--- src/rtl/hazard_scoreboard_unit_pkg.sv ---
// Shared definitions for the hazard scoreboard unit.
//   NUM_REGS       : architectural register count of the core
//   REG_AW         : register address width
//   hazard_cause_t : which hazard class is stalling ID (debug / coverage)
package hazard_scoreboard_unit_pkg;

    localparam int NUM_REGS = 32;
    localparam int REG_AW   = $clog2(NUM_REGS);

    // Priority when several apply at once: RAW, then WAW, then CAP.
    typedef enum logic [1:0] {
        HZ_NONE = 2'd0,
        HZ_RAW  = 2'd1,
        HZ_WAW  = 2'd2,
        HZ_CAP  = 2'd3
    } hazard_cause_t;

endpackage

--- src/rtl/hazard_scoreboard_unit_if.sv ---
// Pipeline <-> hazard unit bundle.
//   master : pipeline side. It drives the ID/EX/WB fields and receives the
//            stall/flush controls, scoreboard state and debug cause.
//   slave  : hazard unit side.
interface hazard_scoreboard_unit_if
    import hazard_scoreboard_unit_pkg::*;
#(
    parameter int NUM_REGS        = hazard_scoreboard_unit_pkg::NUM_REGS,
    parameter int MAX_OUTSTANDING = 4
);
    localparam int AW = $clog2(NUM_REGS);
    localparam int CW = $clog2(MAX_OUTSTANDING + 1);

    // ID stage
    logic          i_id_valid;
    logic [AW-1:0] i_id_rs1_addr;
    logic          i_id_rs1_used;
    logic [AW-1:0] i_id_rs2_addr;
    logic          i_id_rs2_used;
    logic [AW-1:0] i_id_rd_addr;
    logic          i_id_regfile_we;
    logic          i_id_long_lat;
    // EX stage
    logic [AW-1:0] i_ex_rd_addr;
    logic          i_ex_regfile_we;
    logic          i_ex_long_lat;
    logic          i_ex_valid;
    logic          i_ex_take_branch;
    // long-latency writeback
    logic          i_wb_valid;
    logic [AW-1:0] i_wb_rd_addr;
    // controls and state
    logic                o_stall_ifid;
    logic                o_flush_ifid;
    logic                o_flush_idex;
    logic [NUM_REGS-1:0] o_pending;
    logic [CW-1:0]       o_outstanding;
    hazard_cause_t       hz_cause;

    modport master (
        output i_id_valid, i_id_rs1_addr, i_id_rs1_used, i_id_rs2_addr,
               i_id_rs2_used, i_id_rd_addr, i_id_regfile_we, i_id_long_lat,
               i_ex_rd_addr, i_ex_regfile_we, i_ex_long_lat, i_ex_valid,
               i_ex_take_branch, i_wb_valid, i_wb_rd_addr,
        input  o_stall_ifid, o_flush_ifid, o_flush_idex, o_pending,
               o_outstanding, hz_cause
    );

    modport slave (
        input  i_id_valid, i_id_rs1_addr, i_id_rs1_used, i_id_rs2_addr,
               i_id_rs2_used, i_id_rd_addr, i_id_regfile_we, i_id_long_lat,
               i_ex_rd_addr, i_ex_regfile_we, i_ex_long_lat, i_ex_valid,
               i_ex_take_branch, i_wb_valid, i_wb_rd_addr,
        output o_stall_ifid, o_flush_ifid, o_flush_idex, o_pending,
               o_outstanding, hz_cause
    );

endinterface

--- src/rtl/hazard_scoreboard_unit_reg_scoreboard.sv ---
// Pending-write scoreboard: one bit per register plus a count of in-flight
// long-latency writes.
//   clk, rst : clock, synchronous active-high reset
//   ex_set   : a long-latency write to ex_rd leaves EX this cycle
//   wb_clr   : a writeback retires the pending write to wb_rd
//   pending  : per-register pending bits (bit 0 is always 0)
//   count    : number of pending writes, saturating at 0..MAX_OUTSTANDING
module reg_scoreboard
    import hazard_scoreboard_unit_pkg::*;
#(
    parameter int NUM_REGS        = hazard_scoreboard_unit_pkg::NUM_REGS,
    parameter int MAX_OUTSTANDING = 4,
    localparam int AW = $clog2(NUM_REGS),
    localparam int CW = $clog2(MAX_OUTSTANDING + 1)
) (
    input  logic                clk,
    input  logic                rst,
    input  logic                ex_set,
    input  logic [AW-1:0]       ex_rd,
    input  logic                wb_clr,
    input  logic [AW-1:0]       wb_rd,
    output logic [NUM_REGS-1:0] pending,
    output logic [CW-1:0]       count
);

    localparam logic [CW-1:0] CNT_MAX = CW'(MAX_OUTSTANDING);

    logic [NUM_REGS-1:0] pending_nxt;

    // The clear is applied first, so when both target the same register the
    // set lands last and the bit stays 1.
    always_comb begin
        pending_nxt = pending;
        if (wb_clr) pending_nxt[wb_rd] = 1'b0;
        if (ex_set) pending_nxt[ex_rd] = 1'b1;
        pending_nxt[0] = 1'b0;
    end

    always_ff @(posedge clk) begin
        if (rst) begin
            pending <= '0;
            count   <= '0;
        end else begin
            pending <= pending_nxt;
            // When a set and a clear happen together, the count is unchanged.
            if (ex_set && !wb_clr && count != CNT_MAX)
                count <= count + 1'b1;
            else if (wb_clr && !ex_set && count != '0)
                count <= count - 1'b1;
        end
    end

endmodule

--- src/rtl/hazard_scoreboard_unit.sv ---
// Hazard detection for the pipelined core.
//   i_clk, i_rst : clock, synchronous active-high reset
//   hs (slave)   : ID/EX/WB inputs. Outputs are the stall/flush controls,
//                  the scoreboard bits, the outstanding count and the debug
//                  hazard cause.
// ID stalls on RAW/WAW against the scoreboard or against a long-latency
// write in EX, and when the outstanding queue would overflow. A taken
// branch holds both flushes for FLUSH_CYCLES cycles. All outputs are
// combinational and are forced to 0 while i_rst is high.
module hazard_scoreboard_unit
    import hazard_scoreboard_unit_pkg::*;
#(
    parameter int NUM_REGS        = hazard_scoreboard_unit_pkg::NUM_REGS,
    parameter int MAX_OUTSTANDING = 4,
    parameter int FLUSH_CYCLES    = 1
) (
    input  logic                      i_clk,
    input  logic                      i_rst,
    hazard_scoreboard_unit_if.slave   hs
);

    localparam int AW = $clog2(NUM_REGS);
    localparam int CW = $clog2(MAX_OUTSTANDING + 1);
    localparam int FW = $clog2(FLUSH_CYCLES + 1);

    localparam logic [CW:0]         CAP_LVL = (CW + 1)'(MAX_OUTSTANDING);
    localparam logic [FW-1:0]       FL_LOAD = FW'(FLUSH_CYCLES - 1);
    localparam logic [NUM_REGS-1:0] ONE     = {{(NUM_REGS - 1){1'b0}}, 1'b1};

    logic [NUM_REGS-1:0] pending, pend_eff, wb_oh;
    logic [CW-1:0]       count;
    logic [CW:0]         count_lvl;
    logic [FW-1:0]       fl_cnt;
    logic                ex_set, wb_clr;
    logic                raw1, raw2, raw, waw, cap, any_hazard, flush_active;
    hazard_cause_t       cause;

    assign ex_set = hs.i_ex_valid & hs.i_ex_long_lat & hs.i_ex_regfile_we &
                    (hs.i_ex_rd_addr != '0);
    // Writebacks to registers that are not pending are dropped entirely.
    assign wb_clr = hs.i_wb_valid & (hs.i_wb_rd_addr != '0) &
                    pending[hs.i_wb_rd_addr];

    reg_scoreboard #(
        .NUM_REGS        (NUM_REGS),
        .MAX_OUTSTANDING (MAX_OUTSTANDING)
    ) u_sb (
        .clk     (i_clk),
        .rst     (i_rst),
        .ex_set  (ex_set),
        .ex_rd   (hs.i_ex_rd_addr),
        .wb_clr  (wb_clr),
        .wb_rd   (hs.i_wb_rd_addr),
        .pending (pending),
        .count   (count)
    );

    // The regfile is write-first, so a same-cycle writeback already
    // satisfies a reader and does not need to stall it.
    assign wb_oh    = wb_clr ? (ONE << hs.i_wb_rd_addr) : '0;
    assign pend_eff = pending & ~wb_oh;

    assign raw1 = hs.i_id_valid & hs.i_id_rs1_used & (hs.i_id_rs1_addr != '0) &
                  (pend_eff[hs.i_id_rs1_addr] |
                   (ex_set & (hs.i_ex_rd_addr == hs.i_id_rs1_addr)));
    assign raw2 = hs.i_id_valid & hs.i_id_rs2_used & (hs.i_id_rs2_addr != '0) &
                  (pend_eff[hs.i_id_rs2_addr] |
                   (ex_set & (hs.i_ex_rd_addr == hs.i_id_rs2_addr)));
    assign raw  = raw1 | raw2;
    assign waw  = hs.i_id_valid & hs.i_id_regfile_we & (hs.i_id_rd_addr != '0) &
                  (pend_eff[hs.i_id_rd_addr] |
                   (ex_set & (hs.i_ex_rd_addr == hs.i_id_rd_addr)));

    // An entry about to be claimed by EX counts against capacity.
    assign count_lvl = {1'b0, count} + {{CW{1'b0}}, ex_set};
    assign cap       = hs.i_id_valid & hs.i_id_long_lat & (count_lvl >= CAP_LVL);

    assign any_hazard = raw | waw | cap;

    // The flush window covers the branch cycle plus FLUSH_CYCLES-1 more.
    // A new branch reloads the counter, which extends the window.
    always_ff @(posedge i_clk) begin
        if (i_rst)                    fl_cnt <= '0;
        else if (hs.i_ex_take_branch) fl_cnt <= FL_LOAD;
        else if (fl_cnt != '0)        fl_cnt <= fl_cnt - 1'b1;
    end

    assign flush_active = hs.i_ex_take_branch | (fl_cnt != '0);

    always_comb begin
        cause = HZ_NONE;
        if (raw)      cause = HZ_RAW;
        else if (waw) cause = HZ_WAW;
        else if (cap) cause = HZ_CAP;
    end

    // Flush dominates stall: the stalled younger instruction is discarded.
    assign hs.o_flush_ifid  = ~i_rst & flush_active;
    assign hs.o_flush_idex  = ~i_rst & (flush_active | any_hazard);
    assign hs.o_stall_ifid  = ~i_rst & any_hazard & ~flush_active;
    assign hs.o_pending     = i_rst ? '0 : pending;
    assign hs.o_outstanding = i_rst ? '0 : count;
    assign hs.hz_cause      = i_rst ? HZ_NONE : cause;

    // A writeback to a register that is not pending points to an upstream
    // bookkeeping bug. It is dropped in hardware and flagged in simulation.
    always @(posedge i_clk) begin
        if (!i_rst && hs.i_wb_valid && hs.i_wb_rd_addr != '0)
            assert (pending[hs.i_wb_rd_addr])
            else $warning("writeback to non-pending register x%0d", hs.i_wb_rd_addr);
    end

endmodule

--- src/flat_wrapper.sv ---
// flat-port wrapper written by rule: the top's interface ports become plain ports
module hazard_scoreboard_unit_flat import hazard_scoreboard_unit_pkg::*;
#(
    parameter int NUM_REGS        = hazard_scoreboard_unit_pkg::NUM_REGS,
    parameter int MAX_OUTSTANDING = 4,
    parameter int FLUSH_CYCLES    = 1
)
  (i_clk, i_rst, hs_i_id_valid, hs_i_id_rs1_addr, hs_i_id_rs1_used, hs_i_id_rs2_addr, hs_i_id_rs2_used, hs_i_id_rd_addr, hs_i_id_regfile_we, hs_i_id_long_lat, hs_i_ex_rd_addr, hs_i_ex_regfile_we, hs_i_ex_long_lat, hs_i_ex_valid, hs_i_ex_take_branch, hs_i_wb_valid, hs_i_wb_rd_addr, hs_o_stall_ifid, hs_o_flush_ifid, hs_o_flush_idex, hs_o_pending, hs_o_outstanding, hs_hz_cause);
  hazard_scoreboard_unit_if #(.NUM_REGS(NUM_REGS), .MAX_OUTSTANDING(MAX_OUTSTANDING)) hs_i ();
  input  logic i_clk;
  input  logic i_rst;
  input wire logic [$bits(hs_i.i_id_valid)-1:0] hs_i_id_valid;
  input wire logic [$bits(hs_i.i_id_rs1_addr)-1:0] hs_i_id_rs1_addr;
  input wire logic [$bits(hs_i.i_id_rs1_used)-1:0] hs_i_id_rs1_used;
  input wire logic [$bits(hs_i.i_id_rs2_addr)-1:0] hs_i_id_rs2_addr;
  input wire logic [$bits(hs_i.i_id_rs2_used)-1:0] hs_i_id_rs2_used;
  input wire logic [$bits(hs_i.i_id_rd_addr)-1:0] hs_i_id_rd_addr;
  input wire logic [$bits(hs_i.i_id_regfile_we)-1:0] hs_i_id_regfile_we;
  input wire logic [$bits(hs_i.i_id_long_lat)-1:0] hs_i_id_long_lat;
  input wire logic [$bits(hs_i.i_ex_rd_addr)-1:0] hs_i_ex_rd_addr;
  input wire logic [$bits(hs_i.i_ex_regfile_we)-1:0] hs_i_ex_regfile_we;
  input wire logic [$bits(hs_i.i_ex_long_lat)-1:0] hs_i_ex_long_lat;
  input wire logic [$bits(hs_i.i_ex_valid)-1:0] hs_i_ex_valid;
  input wire logic [$bits(hs_i.i_ex_take_branch)-1:0] hs_i_ex_take_branch;
  input wire logic [$bits(hs_i.i_wb_valid)-1:0] hs_i_wb_valid;
  input wire logic [$bits(hs_i.i_wb_rd_addr)-1:0] hs_i_wb_rd_addr;
  output wire logic [$bits(hs_i.o_stall_ifid)-1:0] hs_o_stall_ifid;
  output wire logic [$bits(hs_i.o_flush_ifid)-1:0] hs_o_flush_ifid;
  output wire logic [$bits(hs_i.o_flush_idex)-1:0] hs_o_flush_idex;
  output wire logic [$bits(hs_i.o_pending)-1:0] hs_o_pending;
  output wire logic [$bits(hs_i.o_outstanding)-1:0] hs_o_outstanding;
  output wire logic [$bits(hs_i.hz_cause)-1:0] hs_hz_cause;
  assign hs_i.i_id_valid = hs_i_id_valid;
  assign hs_i.i_id_rs1_addr = hs_i_id_rs1_addr;
  assign hs_i.i_id_rs1_used = hs_i_id_rs1_used;
  assign hs_i.i_id_rs2_addr = hs_i_id_rs2_addr;
  assign hs_i.i_id_rs2_used = hs_i_id_rs2_used;
  assign hs_i.i_id_rd_addr = hs_i_id_rd_addr;
  assign hs_i.i_id_regfile_we = hs_i_id_regfile_we;
  assign hs_i.i_id_long_lat = hs_i_id_long_lat;
  assign hs_i.i_ex_rd_addr = hs_i_ex_rd_addr;
  assign hs_i.i_ex_regfile_we = hs_i_ex_regfile_we;
  assign hs_i.i_ex_long_lat = hs_i_ex_long_lat;
  assign hs_i.i_ex_valid = hs_i_ex_valid;
  assign hs_i.i_ex_take_branch = hs_i_ex_take_branch;
  assign hs_i.i_wb_valid = hs_i_wb_valid;
  assign hs_i.i_wb_rd_addr = hs_i_wb_rd_addr;
  assign hs_o_stall_ifid = hs_i.o_stall_ifid;
  assign hs_o_flush_ifid = hs_i.o_flush_ifid;
  assign hs_o_flush_idex = hs_i.o_flush_idex;
  assign hs_o_pending = hs_i.o_pending;
  assign hs_o_outstanding = hs_i.o_outstanding;
  assign hs_hz_cause = hs_i.hz_cause;
  hazard_scoreboard_unit #(.NUM_REGS(NUM_REGS), .MAX_OUTSTANDING(MAX_OUTSTANDING), .FLUSH_CYCLES(FLUSH_CYCLES)) u_core (.i_clk(i_clk), .i_rst(i_rst), .hs(hs_i));
endmodule
--- config.mk ---
export PLATFORM = sky130hd
export DESIGN_NAME = hazard_scoreboard_unit_flat
export DESIGN_NICKNAME = d
export VERILOG_FILES = /design/src/rtl/hazard_scoreboard_unit_pkg.sv /design/src/rtl/hazard_scoreboard_unit_if.sv /design/src/rtl/hazard_scoreboard_unit_reg_scoreboard.sv /design/src/rtl/hazard_scoreboard_unit.sv /design/src/flat_wrapper.sv
export SDC_FILE = /design/constraint.sdc
export NUM_CORES = 1
export LEC_CHECK = 0
export ABC_CLOCK_PERIOD_IN_PS = 4500
export CORE_UTILIZATION = 47
export DETAILED_ROUTE_END_ITERATION = 6
export GPL_TIMING_DRIVEN = 0
export PLACE_DENSITY = 0.86
export SYNTH_ARGS = -nofsm -noshare
export SYNTH_HDL_FRONTEND = slang
export SYNTH_SLANG_ARGS = --single-unit
--- constraint.sdc ---
create_clock -name i_clk -period 4.5 [get_ports i_clk]
set_input_delay 0.9 -clock i_clk [delete_from_list [all_inputs] [get_ports i_clk]]
set_output_delay 0.9 -clock i_clk [all_outputs]
set_load 0.02 [all_outputs]
==> impl_metrics.py <==
metrics = {
    "outcome": {
        "status": "finished with violations",
        "violations": "setup timing",
    },
    "clock_tree": {
        "cts.sinks": 35,
        "root_buffer": "clkbuf_8",
        "ctsHoldBuffers": 0,
        "clk_pin_slew_ps": 80,
        "cts_made_buffers": 5,
        "ctsLongestPathBuffers": 2,
        "clk_latency_ps": 300,
        "htree_num_levels": 2,
        "cts_tree": "yes",
    },
    "floorplanning": {
        "dieArea_um2": 8590,
        "die_h_um": 92.7,
        "io_pins": 77,
        "rows": 32,
        "die_w_um": 92.7,
        "coreArea_um2": 7850,
        "start_util": 0.493,
    },
    "synth": {
        "synth_cells": 529,
        "ys_ff_latch": 35,
        "ys.flop_type": "dfxtp_1",
        "synthTopCellsByCount": "nand2_1 (60), a21oi_1 (46), nor2b_1 (44)",
        "synth.most_common_cell": "nand2_1",
        "synth_area_leaders": "dfxtp_1 (18%), mux4_2 (7.6%), nor2b_1 (7.1%)",
        "synth_top_area_cell": "dfxtp_1",
        "netlist.area_leader.share": 0.181,
        "avgSynthCellArea_um2": 7.31,
        "synth_cell_types": 68,
        "async_reset_ff_frac": 0,
        "ys.warnings.count": 0,
        "synth_edf_count": 0,
        "yosysSeqAreaShare": 0.181,
        "synth_area_um2": 3870,
    },
    "run": {
        "drv_cap": 0,
    },
    "power_and_ir_drop": {
        "p_leak_nw": 1.68,
        "ir_drop_mv": 0.136,
        "powerDensity_nw_per_um2": 152,
    },
    "drt": {
        "firstDrtPassIters": 5,
        "drt_iter0_markers": 451,
        "via_count": 4859,
        "final_antenna_net_count": 0,
        "drt-vias-per-instance": 6.75,
        "post_drt_wl_per_cell_um": 22.7,
        "drc_errors": 0,
        "wl_mm": 16.3,
    },
    "setup_path": {
        "r2r-end": "u_core.u_sb.count[2]",
        "cp_slowest_stage_delay_ps": 430,
        "path_cells": "buf_6, buf_8, mux2i_4, or3_4, a21oi_2, a2111o_1, nor2_4, buf_4, buf_8, o31ai_4, nor3_2, nor4_2, a31oi_2, a211oi_4, nor3b_2, buf_4",
        "slowest_stage": "a211oi_4",
        "cp_max_fo": 5,
        "cp-end-kind": "output pin",
        "path_class": "in2out",
        "worst_ep_arrival_time_ps": 4100,
        "r2r-start": "u_core.u_sb.pending[2]",
        "critPathRequiredTime_ps": 3600,
        "crit_path_start_kind": "input pin",
        "r2r.worst_path.cells": 13,
        "reg2reg_slack_ps": 1150,
    },
    "min_path": {
        "hp-class": "reg2reg",
        "hold_path_end": "u_core.u_sb.pending[5]",
        "hold_depth": 2,
        "min_from": "u_core.u_sb.pending[5]",
    },
    "cells_and_area": {
        "drive_gt1_frac": 0.183,
        "regArea_um2": 701,
        "area_growth_pct": 33.8,
        "fill_cells": 688,
        "final_nets": 655,
        "multiInputGateArea_um2": 3220,
        "layout.cells.non_filler": 720,
        "stdcell_area_um2": 5170,
        "antenna_cells": 0,
    },
    "timing": {
        "tightest_slew_ps": 807,
        "min_period_over_period": 1.11,
        "rsz0062_at_grt": "yes",
        "setup_viol": 4,
        "setup_ws_ps": -497,
        "finalSetupTns_ps": -1730,
        "max-slew-margin-rel": 0.458,
        "period_minus_slack_ps": 5000,
        "clock-skew-final_ps": 4.68,
        "hold_viol": 0,
        "final_max_slew_viol_count": 0,
        "fmax_mhz": 200,
    },
    "global_routing": {
        "grt_pass1_wl_mm": 24.8,
        "first_global_vias": 4581,
        "grt_use_total": 0.381,
        "grt_start_max_net_pins": 12,
        "grt_overflow": 0,
        "antenna_found_initial": 0,
    },
    "placed_design": {
        "place_area_um2": 4640,
        "gp_congestion": 0.986,
        "dp_hpwl_mm": 11.9,
        "place_inst": 696,
        "io_buffers": 64,
    },
}
## layer usage
metal	vias up	GRT usage	share of wire
met1	2298	0.485	0.38
met3	69	0.0476	0.12
met2	382	0.620	0.45
met4	0	0.215	0.051
met5	-	0	0
li1	2110	-	-
## worst max path at each step
stage | startpoint | to | slack, ps | depth (start not counted)
6_report | hs_i_wb_rd_addr[0] | hs_hz_cause[1] | -500 | 16
2_1_floorplan | hs_i_wb_rd_addr[0] | hs_o_stall_ifid | 70 | 13
5_1_grt | hs_i_wb_rd_addr[0] | hs_hz_cause[1] | -550 | 16
3_3_place_gp | hs_i_wb_rd_addr[2] | hs_hz_cause[1] | -1430 | 14
4_1_cts | hs_i_wb_rd_addr[0] | hs_o_stall_ifid | -290 | 16
3_5_place_dp | hs_i_wb_rd_addr[0] | hs_hz_cause[1] | -1470 | 15
## flip-flops by register name (all words and copies together) (netlist names)
signal / cells
u_core.fl_cnt: 1
u_core.u_sb.pending: 31
u_core.u_sb.count: 3
## per-stage QoR
step           hold slack, ps  setup WS (ps)   util  power [mW]
3_3_place_gp              539          -1430  0.591       0.529
3_5_place_dp              551          -1470  0.591       0.533
6_report                  553           -497  0.659       0.788
2_1_floorplan             476           75.0      -       0.455
4_1_cts                   533           -290  0.646       0.773
5_1_grt                   573           -547  0.659       0.806
## power breakdown
group	switching [mW]	internal [mW]	total (mW)
clock	0.126	0.106	0.233
sequential	0.00540	0.312	0.318
combinational	0.150	0.0875	0.238
total	0.282	0.506	0.788
## cells in the final DEF (no fill, tap or decap), types with 5 or more instances in the layout
cell	instances
nand3_1	25
mux2i_1	17
a21oi_1	42
a31oi_1	7
o21ai_0	26
and2_1	6
clkbuf_1	22
mux4_2	13
clkbuf_2	6
o31ai_4	6
nand2b_1	8
buf_4	19
inv_1	9
nor2_1	36
nand4_1	7
xor2_1	8
clkdlybuf4s50_1	55
xnor2_1	14
nor3_1	15
o211ai_1	6
nor2b_1	43
buf_2	7
clkbuf_8	5
dfxtp_1	35
nand2_1	60
## area by class of cell
class | instances | area share
timing repair buffer | 80 | 0.146
sequential | 35 | 0.135
inverter | 9 | 0.00653
tap | 102 | 0.0247
multi-input combinational | 441 | 0.623
buffer | 45 | 0.0479
clock buffer | 5 | 0.0133
clock inverter | 3 | 0.00290
## critical path, delay by kind of cell
kind                   cells  cell delay [ps]
AOI/OAI and AO/OA          5             1250
and+or+nand+nor            5             1090
buffers and inverters      5              650
muxes                      1              180
## what timing repair did
item                                   CTS  global route
setup endpoints to repair                4             4
gates resized for setup                 97            20
endpoints found under the hold margin    0             0
pin swaps                               23            14
cloned                                   2             0
buffers inserted                         9             6
## cell families after synthesis
family          after synthesis  synth area share
flops                        35             0.181
buf+inv                      54            0.0621
simple gates                243             0.329
fa+ha+maj                     1           0.00518
other cells                   1          0.000970
mux                          35             0.134
compound gates              138             0.238
xor+xnor                     22            0.0498
(Power assumes the default switching activity.)
